**src/rtl/symbol_histogram_collector.sv**
```systemverilog
// symbol_histogram_collector: pulls (symbol, count) records from the symbol counter into a table with total and max tracking
module symbol_histogram_collector #(
  parameter int DEPTH   = 28,
  parameter int SYM_W   = 8,
  parameter int CNT_W   = 8,
  parameter int SUM_W   = 16,
  parameter int TIMEOUT = 255
) (
  input  logic                      clock,
  input  logic                      reset,
  input  logic                      collect,
  input  logic                      cnt_ready,
  input  logic [SYM_W-1:0]          cnt_symbol,
  input  logic [CNT_W-1:0]          cnt_count,
  output logic                      cnt_start,
  input  logic [$clog2(DEPTH)-1:0]  rd_addr,
  output logic [SYM_W-1:0]          rd_symbol,
  output logic [CNT_W-1:0]          rd_count,
  output logic [$clog2(DEPTH):0]    entries,
  output logic [SUM_W-1:0]          total,
  output logic [SYM_W-1:0]          max_symbol,
  output logic [CNT_W-1:0]          max_count,
  output logic                      busy,
  output logic                      done,
  output logic                      overflow,
  output logic                      timeout
);
  localparam int AW = $clog2(DEPTH);
  localparam int WW = $clog2(TIMEOUT + 1);
  typedef enum logic [2:0] {IDLE, REQ, WAIT, STORE, GAP, DONE} state_t;
  state_t state, state_nx;
  logic ready_q, rise, start_run, gap_cnt, wait_end, has_space;
  logic [WW-1:0] wait_cnt;
  logic [SYM_W-1:0] cap_sym;
  logic [CNT_W-1:0] cap_cnt;
  logic [SUM_W:0] sum_ext;
  logic [SYM_W-1:0] sym_mem [DEPTH];
  logic [CNT_W-1:0] cnt_mem [DEPTH];
  assign rise      = cnt_ready & ~ready_q;
  assign start_run = collect && (state == IDLE || state == DONE);
  assign wait_end  = wait_cnt == WW'(TIMEOUT - 1);
  assign has_space = entries < (AW+1)'(DEPTH);
  assign sum_ext   = {1'b0, total} + (SUM_W+1)'(cap_cnt);
  assign cnt_start = state == REQ || state == WAIT;
  assign busy      = state == REQ || state == WAIT || state == GAP;
  assign done      = state == DONE;
  // state register; async reset drops cnt_start immediately
  always_ff @(posedge clock or negedge reset)
    if (!reset) state <= IDLE;
    else state <= state_nx;
  // next-state logic for the request/wait/store/gap loop
  always_comb begin
    state_nx = state;
    case (state)
      IDLE, DONE: state_nx = collect ? REQ : state;
      REQ:        state_nx = WAIT;
      WAIT:       state_nx = rise ? STORE : (wait_end ? DONE : WAIT);
      STORE:      state_nx = cap_sym == '0 ? DONE : GAP;
      GAP:        state_nx = gap_cnt ? REQ : GAP;
      default:    state_nx = IDLE;
    endcase
  end
  // capture, table write, statistics and registered read port
  always_ff @(posedge clock or negedge reset)
    if (!reset) begin
      ready_q    <= 1'b0;
      gap_cnt    <= 1'b0;
      wait_cnt   <= '0;
      cap_sym    <= '0;
      cap_cnt    <= '0;
      entries    <= '0;
      total      <= '0;
      max_symbol <= '0;
      max_count  <= '0;
      overflow   <= 1'b0;
      timeout    <= 1'b0;
      rd_symbol  <= '0;
      rd_count   <= '0;
      for (int i = 0; i < DEPTH; i++) begin
        sym_mem[i] <= '0;
        cnt_mem[i] <= '0;
      end
    end else begin
      ready_q   <= cnt_ready;
      gap_cnt   <= state == GAP ? ~gap_cnt : 1'b0;
      rd_symbol <= {1'b0, rd_addr} < entries ? sym_mem[rd_addr] : '0;
      rd_count  <= {1'b0, rd_addr} < entries ? cnt_mem[rd_addr] : '0;
      if (start_run) begin
        entries    <= '0;
        total      <= '0;
        max_symbol <= '0;
        max_count  <= '0;
        overflow   <= 1'b0;
        timeout    <= 1'b0;
      end
      if (state == REQ) wait_cnt <= '0;
      if (state == WAIT) begin
        wait_cnt <= wait_cnt + 1'b1;
        if (rise) begin
          cap_sym <= cnt_symbol;
          cap_cnt <= cnt_count;
        end else if (wait_end) timeout <= 1'b1;
      end
      if (state == STORE && cap_sym != '0) begin
        if (has_space) begin
          sym_mem[entries[AW-1:0]] <= cap_sym;
          cnt_mem[entries[AW-1:0]] <= cap_cnt;
          entries <= entries + 1'b1;
          total   <= sum_ext[SUM_W] ? '1 : sum_ext[SUM_W-1:0];
          if (cap_cnt > max_count) begin
            max_symbol <= cap_sym;
            max_count  <= cap_cnt;
          end
        end else overflow <= 1'b1;
      end
    end
endmodule

```
**config.mk**
```make
export PLATFORM = sky130hd
export DESIGN_NAME = symbol_histogram_collector
export DESIGN_NICKNAME = d
export VERILOG_FILES = /design/src/rtl/symbol_histogram_collector.sv
export SDC_FILE = /design/constraint.sdc
export NUM_CORES = 1
export LEC_CHECK = 0
export CAP_MARGIN = 20
export CORE_ASPECT_RATIO = 1.25
export CORE_MARGIN = 2
export CORE_UTILIZATION = 50
export CTS_CLUSTER_SIZE = 20
export DETAILED_ROUTE_END_ITERATION = 12
export PLACE_DENSITY = 0.76
export SYNTH_ARGS = -nofsm -noshare
export SYNTH_HDL_FRONTEND = slang
export SYNTH_SLANG_ARGS = --single-unit
```
**constraint.sdc**
```tcl
create_clock -name clock -period 3.4 [get_ports clock]
set_clock_uncertainty 0.2 [all_clocks]
set_input_delay 0.68 -clock clock [delete_from_list [all_inputs] [get_ports clock]]
set_output_delay 0.68 -clock clock [all_outputs]
set_load 0.005 [all_outputs]
```
== Yosys cells after proc, flatten, opt, wreduce, memory -nomap -nowiden ==
Cells that the tools add are included.
W data, S select, Z words.
Cells by class
  bitwise gates (word level): 5
  magnitude comparators: 6
  add/subtract/negate cells: 3
  equal/unequal tests: 7
  multiplexer cells: 43
  reduce and logical (&&, ||, !) cells: 13
Operator list (count)
  $bwmux W224: 2
  $mux W8: 17
  $bmux W8 S5: 2
  $mux W16: 4
  $demux W8 S5: 1
  $mux W6: 3
  $add A16 B8 Y17: 1
  $pmux W3 S5: 1
  $ge A6 B6 Y1 const B: 2
  $mux W3: 4
  $not A5 Y6: 2
  $mux W1: 9
  $add A8 B1 Y8 const B: 1
  $eq A8 B8 Y1 const B: 1
  $gt A8 B8 Y1: 1
  $logic_not A8 Y1: 1
  $reduce_bool A8 Y1: 1
  $add A6 B1 Y6 const B: 1
  $eq A3 B2 Y1 const B: 2
  $eq A3 B3 Y1 const B: 2
  $lt A5 B6 Y1: 1
  $lt A6 B1 Y1 const B: 1
  $lt A6 B5 Y1 const B: 1
  $reduce_and A2 Y1: 2
  9 further kinds: 14
Word-level totals
  output and inout port bits: 59
  register bits after elaboration: 533
  word-level logic and storage cells: 147
  input port bits: 25

== Logic depth before layout (Yosys ltp) ==
  depth after elaboration: 7
  mapped depth: 9
  mapped depth without buffers: 7

== Worst setup path after synthesis ==
Ideal clock, no wire load.
  kind: input-to-reg
  start: input rd_addr[0]
  end: register rd_count[6]
  arrival time: 2.352 ns
  slack: 0.707 ns
  library setup time: 0.141 ns
  data required time: 3.059 ns
  buffers on the path: 3
  cell stages on the path: 6
  cell sequence: clkbuf_1 buf_2 buf_2 mux4_2 a221oi_1 o22ai_1
On the way
  longest elaborated chain between the ends: 5
  elaborated cells between the ends (all ways): 6
  classes of those cells: order compare: 1; mux: 4; bitwise: 1
RTL lines
  start, declared: line 16  | input logic [$clog2(DEPTH)-1:0] rd_addr,
  $not A5 Y6 (implied by the code): line 87  | rd_count <= {1'b0, rd_addr} < entries ? cnt_mem[rd_addr] : '0;
  $bmux W8 S5: line 87
  $mux W8 (implied by the code) (2 in series): line 87
  $mux W8 *: line 87
  end signal, assigned: line 87
  end, declared: line 18  | output logic [CNT_W-1:0] rd_count,
Every way passes the cells marked *; elsewhere a longest branch is shown, timed or not. The select of a mux whose other input is x is not followed.
A chain may end at the register's enable or synchronous reset.

== Final worst setup path ==
  start: register state[2]
  end: output cnt_start
On the way
  longest elaborated chain between the ends: 2
  elaborated cells between the ends (all ways): 3
  classes of those cells: eq/ne: 2; reduce/logical: 1
RTL lines
  start, declared: line 31  | state_t state, state_nx;
  start signal, assigned: line 50  | else state <= state_nx;
  $eq A3 B1 Y1 / $eq A3 B2 Y1 (equally long branches): line 44  | assign cnt_start = state == REQ || state == WAIT;
  $logic_or A1 B1 Y1 *: line 44
  end, declared: line 15  | output logic cnt_start,
Every way passes the cells marked *; elsewhere a longest branch is shown, timed or not.

==> summary.md <==
| Metric | Value |
|---|---|
| Drt total wl | 60000 um |
| # diodes | 0 |
| Crit-path slowest cell | clkdlybuf4s50_1 |
| Lkg Pwr | 0.0135 uW |
| Nets | 1779 |
| Worst-path cell chain | nand2b_4, nor2_1, a21oi_1, inv_1, clkdlybuf4s50_1 |
| Reg2reg start | cap_sym[4] |
| CP endpoint kind | output port |
| CTS Sinks | 533 |
| Clock Path Buffers | 3 |
| Die Ht | 255 um |
| Most common cell after layout, fill and taps aside | dfrtp_1 |
| Placed insts | 2325 |
| Mapped Nets | 1723 |
| Routed wire per std cell | 24.8 um |
| Layout area overhead | 12.5% |
| Crit path time final | 3300 ps |
| Die X | 204 um |
| CP Data Required Time | 2520 ps |
| Fin cells | 2417 |
| Reg power frac | 0.443 |
| IO Pins | 84 |
| Critical Path Sink | cnt_start |
| # setup viols final | 0 |
| CTS Buf Count | 50 |
| Worst setup path class | flop to output port |
| Final Cycle Share | 0.970 |
| Status | completed |
| Max frequency | 303 MHz |
| CP max FO | 10 |
| Most frequent cells in the layout | 533 x dfrtp_1, 378 x mux2_1, 110 x mux4_2 |
| Antenna violations before repair | 0 |
| Vias in the first global route | 15654 |
| Final Hold Fails | 0 |
| Logic pwr share | 0.221 |
| Worst Tran Pin Value | 940 ps |
| Core area | 49500 um2 |
| Net Sw Frac | 0.310 |
| Crit-path max cell delay | 500 ps |
| Clock power share | 0.336 |
| Starting DRT DRC Count | 982 |
| Share of layout cells above drive strength 1 | 0.219 |
| Async S/R FF share, synth | 1.00 |
| Main flop type after synthesis | dfrtp_1 |
| Later-pin clock latency in the skew report | 600 ps |
| First-pass DRT Iterations | 5 |
| P_int | 12100 uW |
| Cell Area, Synth | 25100 um2 |
| Clock Pin Slew Worst Setup and Hold Paths | 70 ps |
| Number of antenna-violating nets in the routed design | 0 |
| Hold Crit Class | flop to flop |
| Largest net degree at the start of global routing | 99 |
| Global-route wire length before repair | 94300 um |
| Die area | 52000 um2 |
| RSZ-0062 raised after global routing | false |
| Aggregate global routing overflow | 0 |
| Syn Inst Count | 1671 |
| Slew margin rel. | 0.373 |
| Post-CTS Setup Bufs | 0 |
| WP data arrival | 2420 ps |
| HPWL Detailed | 39000 um |
| Switching pwr | 5450 uW |
| Part of the Yosys area used for sequential elements | 0.531 |
| GRT Total Usage | 0.238 |
| Num rows | 91 |
| Type of origin of the critical path | flop |
| CTS tree | yes |
| Number of synthesis warnings | 0 |
| Clock Tree Root | clkbuf_16 |
| Port Buffers | 83 |
| Worst R2R End | max_symbol[3] |
| Initial Utilization | 0.507 |
| Vias per cell | 6.13 |
| Number of flops mapped to enable cells by yosys | 0 |
| GP Congestion | 0.856 |
| # DRC | 0 |
| Htree depth | 2 |
| Maximum vdd ir drop | 0.000333 V |
| Worst Reg-to-Reg Cells | 7 |
| Mean Syn Cell Area | 15.0 um2 |
| Fin Setup TNS | 0 ps |
| Fillers | 3787 |
| Cell Pwr Density | 622 nW/um2 |
| Total vias in the final route | 14814 |
| Max-capacitance violation count | 0 |
| Crit path launch | state[2] |
| Yosys reg bits | 533 |
| Distinct cells, synth | 71 |
| Slew Limit Fails | 0 |
| R2r setup slk | 490 ps |
flip-flops by register name, indices dropped and copies added (netlist names):
| register | count |
|---|---|
| ready_q | 1 |
| total | 16 |
| rd_symbol | 8 |
| cap_sym | 8 |
| entries | 6 |
| timeout | 1 |
| max_symbol | 8 |
| cap_cnt | 8 |
| overflow | 1 |
| rd_count | 8 |
| wait_cnt | 8 |
| gap_cnt | 1 |
| max_count | 8 |
| sym_mem | 224 |
| state | 3 |
| cnt_mem | 224 |
layout make-up:
type	instances	area [um2]	area share
flip-flops and latches	533	13300	0.472
multi-input cells	961	10800	0.384
clock buffers	70	1450	0.0512
repair buffers	141	1390	0.0490
well taps	651	815	0.0288
clock inverters	21	284	0.0101
inverters	40	150	0.00531
how the worst min path moves through the flow:
stage | endpoint | from | depth (start not counted) | slack (ps)
after floorplan | cap_cnt[0] | reset | 0 | 180
after global routing | gap_cnt | gap_cnt | 1 | 270
final | gap_cnt | gap_cnt | 1 | 270
after detailed placement | gap_cnt | gap_cnt | 1 | 250
after CTS | gap_cnt | gap_cnt | 1 | 270
after global placement | gap_cnt | gap_cnt | 1 | 230
per-stage QoR:
step	worst slack, ps	power (uW)	utilization	hold WS, ps	instance area [um2]
2_1_floorplan	707	10200	-	184	25100
3_3_place_gp	412	11500	0.535	232	26500
3_5_place_dp	382	11700	0.535	251	26500
4_1_cts	116	17600	0.570	265	28300
5_1_grt	14.6	18300	0.570	275	28300
6_report	101	17600	0.570	274	28300
worst max-delay path, delay by kind of cell (launching register included):
kind / cells / cell delay, ps
buf+inv: 2 / 600
compound gates: 1 / 140
flops: 1 / 490
simple gates: 2 / 600
repair_timing:
item / in CTS / in global routing
endpoints found under the hold margin: 66 / 0
gates resized for setup: 0 / 0
hold buffers: 1 / 0
cell usage after synthesis, types with 6 or more instances:
cell type,instances,area share
dfrtp_1,533,0.53
mux2_1,378,0.17
mux4_2,110,0.099
mux2_2,77,0.035
clkbuf_1,74,0.011
nand2_1,45,0.0067
inv_1,38,0.0057
buf_6,34,0.015
nand3_1,31,0.0062
a22o_1,30,0.010
a21oi_1,28,0.0056
nand3_4,27,0.019
ha_1,26,0.013
o21ai_0,24,0.0048
mux2i_1,21,0.0084
buf_2,19,0.0038
a221oi_1,16,0.0056
nor2_1,15,0.0022
o22ai_1,15,0.0037
o211ai_1,11,0.0033
buf_1,9,0.0013
mux2_4,9,0.0054
nand2b_1,9,0.0022
a211oi_1,6,0.0018
per-layer routing:
| layer | global-route usage | part of all wire | vias to the layer above |
|---|---|---|---|
| li1 | - | - | 6331 |
| met2 | 0.403 | 0.50 | 370 |
| met4 | 0.0772 | 0.029 | 0 |
| met5 | 0 | 0 | - |
| met1 | 0.324 | 0.43 | 8021 |
| met3 | 0.0273 | 0.040 | 92 |
kinds of logic (layout without fill, tap and decap cells):
family | after synthesis | after routing | share of synthesized area
multiplexers | 595 | 595 | 0.316
XOR/XNOR | 6 | 6 | 0.00209
adder cells (fa/ha/maj) | 27 | 27 | 0.0138
buffers and inverters | 177 | 272 | 0.0377
flip-flops | 533 | 533 | 0.531
AO/OA/AOI/OAI | 160 | 160 | 0.0466
AND/OR/NAND/NOR | 173 | 173 | 0.0521
power by group through the flow:
stage	sequential, uW	combinational [uW]	clock [uW]
CTS	7770	3890	5960
finish	7780	3890	5910
floorplan	7570	2620	0
detailed placement	7880	3850	0
global placement	7820	3710	0
global route	7860	4240	6190
No activity file was read; power rests on OpenSTA's default activity.
